[config.mk]
export PLATFORM = sky130hd
export DESIGN_NAME = change_dispenser
export DESIGN_NICKNAME = d
export VERILOG_FILES = /design/src/rtl/vm_pkg.sv /design/src/rtl/hopper_counter.sv /design/src/rtl/change_dispenser.sv
export SDC_FILE = /design/constraint.sdc
export NUM_CORES = 1
export LEC_CHECK = 0
export CORE_MARGIN = 10
export CORE_UTILIZATION = 55
export CTS_BUF_LIST = sky130_fd_sc_hd__clkbuf_2
export CTS_CLUSTER_DIAMETER = 30
export DETAILED_ROUTE_END_ITERATION = 6
export MAX_ROUTING_LAYER = met4
export PLACE_DENSITY = 0.84
export SKIP_LAST_GASP = 1
export SLEW_MARGIN = 0
export SYNTH_ARGS = -nofsm -noshare
export SYNTH_HDL_FRONTEND = slang
export SYNTH_SLANG_ARGS = --single-unit
[constraint.sdc]
create_clock -name clk -period 4.3 [get_ports clk]
set_clock_uncertainty 0.1 [all_clocks]
set_input_delay 1.29 -clock clk [delete_from_list [all_inputs] [get_ports clk]]
set_output_delay 1.29 -clock clk [all_outputs]
set_load 0.005 [all_outputs]
[src/rtl/vm_pkg.sv]
// vm_pkg: shared vending types: coin denominations with dollar values, change FSM states, drink prices
package vm_pkg;
  typedef enum logic [1:0] {D1 = 2'd0, D5 = 2'd1, D10 = 2'd2, DRSV = 2'd3} denom_e;
  typedef enum logic [1:0] {S_IDLE = 2'd0, S_SELECT = 2'd1, S_EJECT = 2'd2, S_DONE = 2'd3} state_e;
  localparam logic [7:0] PRICE_A = 8'd10;
  localparam logic [7:0] PRICE_B = 8'd15;
  localparam logic [7:0] PRICE_C = 8'd20;
  localparam logic [7:0] PRICE_D = 8'd25;
  function automatic logic [7:0] denom_value(input denom_e d);
    return d == D10 ? 8'd10 : d == D5 ? 8'd5 : d == D1 ? 8'd1 : 8'd0;
  endfunction
endpackage

[src/rtl/hopper_counter.sv]
// hopper_counter: 8-bit saturating coin count (clk, reset active-low async, dec one coin, inc by amt, cnt out)
module hopper_counter #(
  parameter logic [7:0] INIT = 8'd20
) (
  input  logic       clk,
  input  logic       reset,
  input  logic       dec,
  input  logic       inc,
  input  logic [7:0] amt,
  output logic [7:0] cnt
);
  logic [8:0] sum;
  always_comb sum = {1'b0, cnt} - {8'd0, dec} + (inc ? {1'b0, amt} : 9'd0);
  always_ff @(posedge clk or negedge reset)
    if (!reset) cnt <= INIT;
    else cnt <= sum[8] ? 8'hff : sum[7:0];
endmodule

[src/rtl/change_dispenser.sv]
// change_dispenser: greedy 10/5/1 change payout via handshaked ejects; chg_* request in, eject_* hopper handshake, refill_* in, cnt_*/done/shortfall/fault/state out
module change_dispenser
  import vm_pkg::*;
#(
  parameter logic [7:0] INIT_CNT    = 8'd20,
  parameter int         ACK_TIMEOUT = 15
) (
  input  logic       clk,
  input  logic       reset,
  input  logic       chg_valid,
  input  logic [7:0] chg_amount,
  output logic       chg_ready,
  output logic       eject_valid,
  output logic [1:0] eject_denom,
  input  logic       eject_ack,
  input  logic       refill,
  input  logic [1:0] refill_denom,
  input  logic [7:0] refill_count,
  output logic [7:0] cnt_1,
  output logic [7:0] cnt_5,
  output logic [7:0] cnt_10,
  output logic       done,
  output logic [7:0] shortfall,
  output logic       fault,
  output logic [1:0] state
);
  state_e st, st_nx;
  denom_e den, den_nx, pick;
  logic [7:0] rem, rem_nx, tcnt, tcnt_nx, sf, sf_nx;
  logic flt, flt_nx, f10, f5, f1;
  logic [2:0] dec, inc;
  logic [2:0][7:0] cnt;
  always_comb begin
    f10 = rem >= 8'd10 && cnt[D10] != 8'd0;
    f5 = rem >= 8'd5 && cnt[D5] != 8'd0;
    f1 = rem >= 8'd1 && cnt[D1] != 8'd0;
    pick = f10 ? D10 : f5 ? D5 : D1;
  end
  always_comb begin
    st_nx = st;
    den_nx = den;
    rem_nx = rem;
    tcnt_nx = tcnt;
    sf_nx = sf;
    flt_nx = flt;
    dec = '0;
    case (st)
      S_IDLE:
        if (chg_valid) begin
          rem_nx = chg_amount;
          sf_nx = '0;
          flt_nx = 1'b0;
          st_nx = chg_amount == 8'd0 ? S_DONE : S_SELECT;
        end
      S_SELECT:
        if (f10 | f5 | f1) begin
          st_nx = S_EJECT;
          den_nx = pick;
          tcnt_nx = '0;
        end else begin
          st_nx = S_DONE;
          sf_nx = rem;
        end
      S_EJECT:
        if (eject_ack) begin
          rem_nx = rem - denom_value(den);
          dec = 3'b001 << den;
          st_nx = rem == denom_value(den) ? S_DONE : S_SELECT;
        end else if (tcnt == 8'(ACK_TIMEOUT - 1)) begin
          st_nx = S_DONE;
          flt_nx = 1'b1;
          sf_nx = rem;
        end else begin
          tcnt_nx = tcnt + 8'd1;
        end
      default: st_nx = S_IDLE;
    endcase
  end
  always_ff @(posedge clk or negedge reset)
    if (!reset) begin
      st <= S_IDLE;
      den <= D1;
      rem <= '0;
      tcnt <= '0;
      sf <= '0;
      flt <= 1'b0;
    end else begin
      st <= st_nx;
      den <= den_nx;
      rem <= rem_nx;
      tcnt <= tcnt_nx;
      sf <= sf_nx;
      flt <= flt_nx;
    end
  // the reserved code shifts out of the 3-bit vector, so it refills nothing
  assign inc = refill ? 3'b001 << refill_denom : 3'b000;
  for (genvar i = 0; i < 3; i++) begin : g_hop
    hopper_counter #(.INIT(INIT_CNT)) u_hop (
      .clk(clk), .reset(reset), .dec(dec[i]), .inc(inc[i]), .amt(refill_count), .cnt(cnt[i])
    );
  end
  assign cnt_1 = cnt[D1];
  assign cnt_5 = cnt[D5];
  assign cnt_10 = cnt[D10];
  assign chg_ready = st == S_IDLE;
  assign eject_valid = st == S_EJECT;
  assign done = st == S_DONE;
  assign eject_denom = den;
  assign shortfall = sf;
  assign fault = flt;
  assign state = st;
endmodule
Word-level counts from Yosys, hierarchy flattened:

Index checks and enable logic that the tools add are counted.

* reduce and logical (&&, ||, !) cells: 18
* order comparisons: 3
* muxes and demuxes: 37
* bitwise gates (word level): 2
* shifts and indexed selects: 2
* add/subtract/negate cells: 8
* equality and inequality tests: 15

Operators by type and width (number)
* $mux 8: 15
* $pmux 8 s2: 2
* $add 9x9->9: 3
* $sub 8x1->9: 3
* $pmux 8 s3: 1
* $reduce_bool 8->1: 3
* $mux 2: 6
* $mux 3: 4
* $ne 2x2->1 const B: 5
* $add 8x1->8 const B: 1
* $eq 8x4->1: 1
* $eq 8x4->1 const B: 1
* $ge 8x1->1 const B: 1
* $ge 8x3->1 const B: 1
* $ge 8x4->1 const B: 1
* $logic_not 8->1: 1
* $reduce_and 4->1: 2
* $sub 8x8->8: 1
* $eq 2x2->1 const B: 3
* $mux 1: 6
* $pmux 2 s3: 1
* $shl 1x2->3 const A: 2
* $reduce_and 5->1: 1
* $eq 2x1->1 const B: 2
* other kinds (11): 18

* register bits after elaboration: 53
* output and inout port bits: 40

Depth between registers and ports, before layout:

Gate-level depths: netlist (run 1).

* word-level depth: 8
* mapped depth: 15

Hierarchy:

Synthesis (run 1) repeated with hierarchy kept, for this count alone.

* cell total of the unflattened synthesis: 553
* area, all modules: 4715.8 um^2

Modules (own cells, without submodules)
* hopper_counter: cells an instance 102, times used 3, area each 893.4 um^2, seq. area each 202.7 um^2
* change_dispenser: cells an instance 247, times used 1, area each 2035.7 um^2, seq. area each 725.7 um^2

Least setup slack after synthesis (run 1):

No wires, ideal clock.

* path type: input-to-reg
* start point: input port refill_denom[0]
* end point: register g_hop[0].u_hop.cnt[0]
* buffers on the path: 0
* data required time: 4.064 ns
* data arrival time: 3.772 ns
* stages on the path: 10
* slack: 0.291 ns
* cell sequence: nor3b_1 > nand2_1 > ha_1 > inv_1 > fa_1 > a21oi_1 > o211ai_1 > o41ai_1 > xor2_1 > nand2b_1

* word-level cells in the longest chain between the ends: 5

Ends and longest elaborated chain
* from (decl): line change_dispenser.sv:17 `input logic [1:0] refill_denom,`
* $shl 1x2->3: line change_dispenser.sv:96 `assign inc = refill ? 3'b001 << refill_denom : 3'b000;`
* $mux 3: line change_dispenser.sv:96
* $mux 8: line hopper_counter.sv:13 `always_comb sum = {1'b0, cnt} - {8'd0, dec} + (inc ? {1'b0, amt} : 9'd0);`
* $add 9x9->9: line hopper_counter.sv:13
* $mux 8: line hopper_counter.sv:16 `else cnt <= sum[8] ? 8'hff : sum[7:0];`
* to (signal assigned): line hopper_counter.sv:16
* to (decl): line hopper_counter.sv:10 `output logic [7:0] cnt`

Every way passes these cells.
A chain may end at the register's enable or synchronous reset.

Worst setup path after layout (run 1):

* start point: input port refill
* end point: register g_hop[0].u_hop.cnt[3]

* word-level cells in the longest chain between the ends: 4

Ends and longest elaborated chain
* from (decl): line change_dispenser.sv:16 `input logic refill,`
* $mux 3: line change_dispenser.sv:96
* $mux 8: line hopper_counter.sv:13
* $add 9x9->9: line hopper_counter.sv:13
* $mux 8: line hopper_counter.sv:16

Every way passes these cells.

==> Implementation_results.wiki, run 1 <==
{| class="wikitable"
! Metric !! Value
|-
| Synth-to-layout area growth || 18.90%
|-
| Switching share of power || between 40 and 50%
|-
| Result of the run || completed
|-
| Arrival time of the worst setup path || between 4 and 5 ns
|-
| Maximum count of clock buffers along a single path || 2
|-
| Area of the placeable core || approximately 7700 sq um
|-
| Die width || 109.2 microns
|-
| Unrepaired setup endpoints after global routing || false
|-
| Min Hold Slack || approximately 0.46 ns
|-
| Maximum number of pins on one net before global-route repair || 37
|-
| Worst Min Path Start || shortfall[7]
|-
| WP data required || around 4.6 ns
|-
| Highest attainable clock frequency || 0.2568 GHz
|-
| CTS tree || done
|-
| Static power due to leakage || ~2.4 nW
|-
| Met2 Routed Length || between 5000 and 6000 microns
|-
| Residual antenna-violating net count after detailed routing || 0
|-
| Drt via density || 5.696
|-
| Die ar. || ~12000 sq um
|-
| Synth cell count leaders || 85 x inv_1, 72 x nand2_1, 58 x ha_1, 47 x dfrtp_1, 26 x nor2_1
|-
| Number of enable-type register cells in the synthesized netlist || 0
|-
| Power density cells || approximately 760 nW/um^2
|-
| CTS Hold Buffers Added || 0
|-
| Total track usage || a little under a fifth
|-
| Synth Warn # || 0
|-
| Initial standard-cell utilization of the core || ~57%
|-
| Top cell type's share of synthesized area || a little over a quarter
|-
| Tightest slew margin relative to the limit || between 40% and 50%
|-
| Crit-path slowest cell || clkdlybuf4s50_1
|-
| Start-to-end type of the worst setup path || in -> reg
|-
| Starting DRT DRC Count || 153
|-
| Hold path endpoint || shortfall[7]
|-
| Total half-perimeter wirelength after legalization and detailed placement || 8628 microns
|-
| Cts repair resizes || 0
|-
| Routed vias || roughly 4000
|-
| Power after layout || roughly 4.0 mW
|-
| Skew-Pair Late Insertion Delay || between 0.4 and 0.5 ns
|-
| Total Nets Final || 672
|-
| DIE HEIGHT || between 100 and 150 microns
|-
| Total routed wirelength || roughly 11000 microns
|-
| Summed instance area of the synthesized netlist || roughly 4400 sq um
|-
| Number of unique standard cell types used by synthesis || between 50 and 60
|-
| Cell taking the most area after synthesis || dfrtp_1
|-
| Hold Fails Final Rpt || 0
|-
| Fraction of power consumed by the clock network || approximately 6.5%
|-
| Capture point of the worst reg-to-reg path || g_hop[0].u_hop.cnt[3]
|-
| Worst reg-to-reg path cell count || 14
|-
| Antenna diode instance count || 0
|-
| Final routed wire length divided by cell count || roughly 16 microns
|-
| Hold/Removal Path Class || reg -> reg
|-
| Internal power contribution || about 2.1 mW
|-
| H-tree depth || 2
|-
| Dpl cell area || just over 5000 sq um
|-
| Count of pins on the block boundary || 63
|-
| Startpoint of the worst register-to-register path || state[0]
|-
| Worst-path clk slew || 0.29 ns
|-
| Global-route wire length before repair || 18310 microns
|-
| Share of synthesized registers carrying an async set or reset || 100.0%
|-
| TritonCTS Buffers || 5
|-
| Largest stage delay on the critical path || roughly 0.48 ns
|-
| Register area share after synthesis || between 30 and 40%
|-
| Uppermost routed layer || met4
|-
| WL met3 || about 580 microns
|-
| CP endpoint kind || flop
|-
| Pre-Repair DR Iteration Count || 5
|-
| Post-CTS setup buffer count || 0
|-
| Post-Synthesis Cells || around 520
|-
| Number of nets in the synthesized netlist || 604
|-
| Routed length on met1 || about 4800 microns
|-
| Via count of the first global-routing pass || 3915
|-
| Pin slew with the least headroom to its limit || slightly above 0.8 ns
|-
| Top fanout value on the critical path || 8
|-
| Number of DRC violations after detailed routing || 0
|-
| Flop and latch count out of synthesis || 53
|-
| Number of placement rows || 32
|-
| Port bufs || between 60 and 70
|-
| R2r setup slk || 1.00 ns
|-
| Root buffer cell || clkbuf_2
|-
| Final setup viols || 0
|-
| Dominant cell by count in the synthesized netlist || inv_1
|-
| Nature of the critical path startpoint || input pin
|-
| Time the final worst path needs with I/O delays and setup || between 3 and 4 ns
|-
| Post-layout util || around 67%
|-
| Area contributors post-synth || dfrtp_1 27%, ha_1 17%, inv_1 7.3%, nand2_1 6.2%, dfstp_2 3.6%
|-
| Prevailing post-synth register cell || dfrtp_1
|-
| CTS sink cnt || 53
|-
| Post-route fraction of the period consumed by the critical path || between 90 and 100%
|-
| Combinational share of power || 68.4%
|-
| Total congestion overflow || 0
|-
| Weighted congestion at the end of routability-driven global placement || 0.9624
|-
| Final number of max-transition violations || 0
|-
| Max-cap violations || 0
|-
| Number of antenna violations at the first check in global routing || 0
|-
| Average footprint of a synthesized cell || ~8.4 sq um
|-
| Layout cells sized above 1 || 5.782%
|-
| Hold Path Stages || 1
|-
| Net load switching power || 1.875 mW
|-
| Post-route cell area || roughly 5200 sq um
|-
| Seq pwr share || about 25%
|-
| Worst path cell trace || clkdlybuf4s50_1 -> nor3b_1 -> buf_4 -> nand2_1 -> ha_1 -> inv_1 -> fa_1 -> a21oi_1 -> o211ai_1 -> o41ai_1 -> xor2_1 -> buf_4 -> nand2_1
|-
| Worst voltage drop across the vdd grid || approximately 0.55 mV
|}
==> layout make-up <==
cell class | count | area, sq um
repair buffers | 72 | 690.7
inverters | 86 | 322.8
clock inverters | 3 | 41.29
flip-flops and latches | 53 | 1334
multi-input cells | 369 | 2661
clock buffers | 5 | 25.02
well taps | 102 | 127.6
fillers | 665 | 2525
==> placed cells by master, fill, tap and decap left out, types with 4 or more instances in the layout <==
master / count
a21oi_1: 20
a221o_1: 8
and2_1: 4
buf_4: 10
clkbuf_2: 5
clkdlybuf4s50_1: 61
dfrtp_1: 47
dfstp_2: 6
fa_1: 4
ha_1: 58
inv_1: 85
nand2_1: 72
nand2b_1: 7
nand3_1: 23
nand4_1: 6
nor2_1: 26
nor3_1: 22
nor4_1: 9
o211ai_1: 12
o21ai_0: 15
o21bai_1: 5
o41ai_1: 7
xnor2_1: 12
xor2_1: 10
==> worst max-delay path: cells and delay by family <==
| family | cells | cell delay [ns] |
|---|---|---|
| buf+inv | 4 | 0.89 |
| fa+ha+maj | 2 | 0.73 |
| compound gates | 3 | 0.76 |
| xor+xnor | 1 | 0.18 |
| simple gates | 3 | 0.30 |
==> worst max path at each step <==
stage	start	to	slack, ns	cells after the start
global route	refill	g_hop[0].u_hop.cnt[3]	0.27	13
global placement	refill	g_hop[0].u_hop.cnt[1]	0.08	13
finish	refill	g_hop[0].u_hop.cnt[3]	0.41	13
floorplan	refill_denom[0]	g_hop[0].u_hop.cnt[0]	0.29	10
CTS	refill	g_hop[0].u_hop.cnt[3]	0.39	13
detailed placement	refill	g_hop[0].u_hop.cnt[3]	-0.11	13
==> metal layers <==
layer / up-vias / GRT usage, %
met2: 120 / 31.66
li1: 1924 / -
met1: 1864 / 23.65
met3: 22 / 3.304
met4: 0 / 5.483
met5: - / -
==> power groups by stage <==
stage / sequential (mW) / clock (mW) / combinational, mW
2_1_floorplan: 0.932 / 0 / 1.91
3_3_place_gp: 0.996 / 0 / 2.59
6_report: 0.998 / 0.260 / 2.72
3_5_place_dp: 1.00 / 0 / 2.70
4_1_cts: 0.993 / 0.266 / 2.72
5_1_grt: 1.03 / 0.291 / 3.07
==> cell families after synthesis <==
family	share of synthesized area [%]
mux	0.7149
simple gates	21.36
buf+inv	8.693
flops	30.48
fa+ha+maj	18.42
xor+xnor	4.404
compound gates	15.93
==> sequential cells by signal, indices dropped and copies added (netlist names) <==
signal           count
rem                  8
fault                1
shortfall            8
state                2
eject_denom          2
tcnt                 8
g_hop.u_hop.cnt     24
==> through the flow <==
stage	setup TNS, ns	setup slack (ns)	instances
after floorplan	0	0.2912	519
after global placement	0	0.08251	682
after detailed placement	-0.7116	-0.1091	682
after CTS	0	0.3900	690
after global routing	0	0.2660	690
final	0	0.4066	690
(Power assumes the default switching activity.)
==> inputs of run 2 (changes only) <==
HOLD_SLACK_MARGIN = 0.1   (was default)
==> results of run 2 <==
No change in the layout: final DEF, timing and power equal those of run 1.
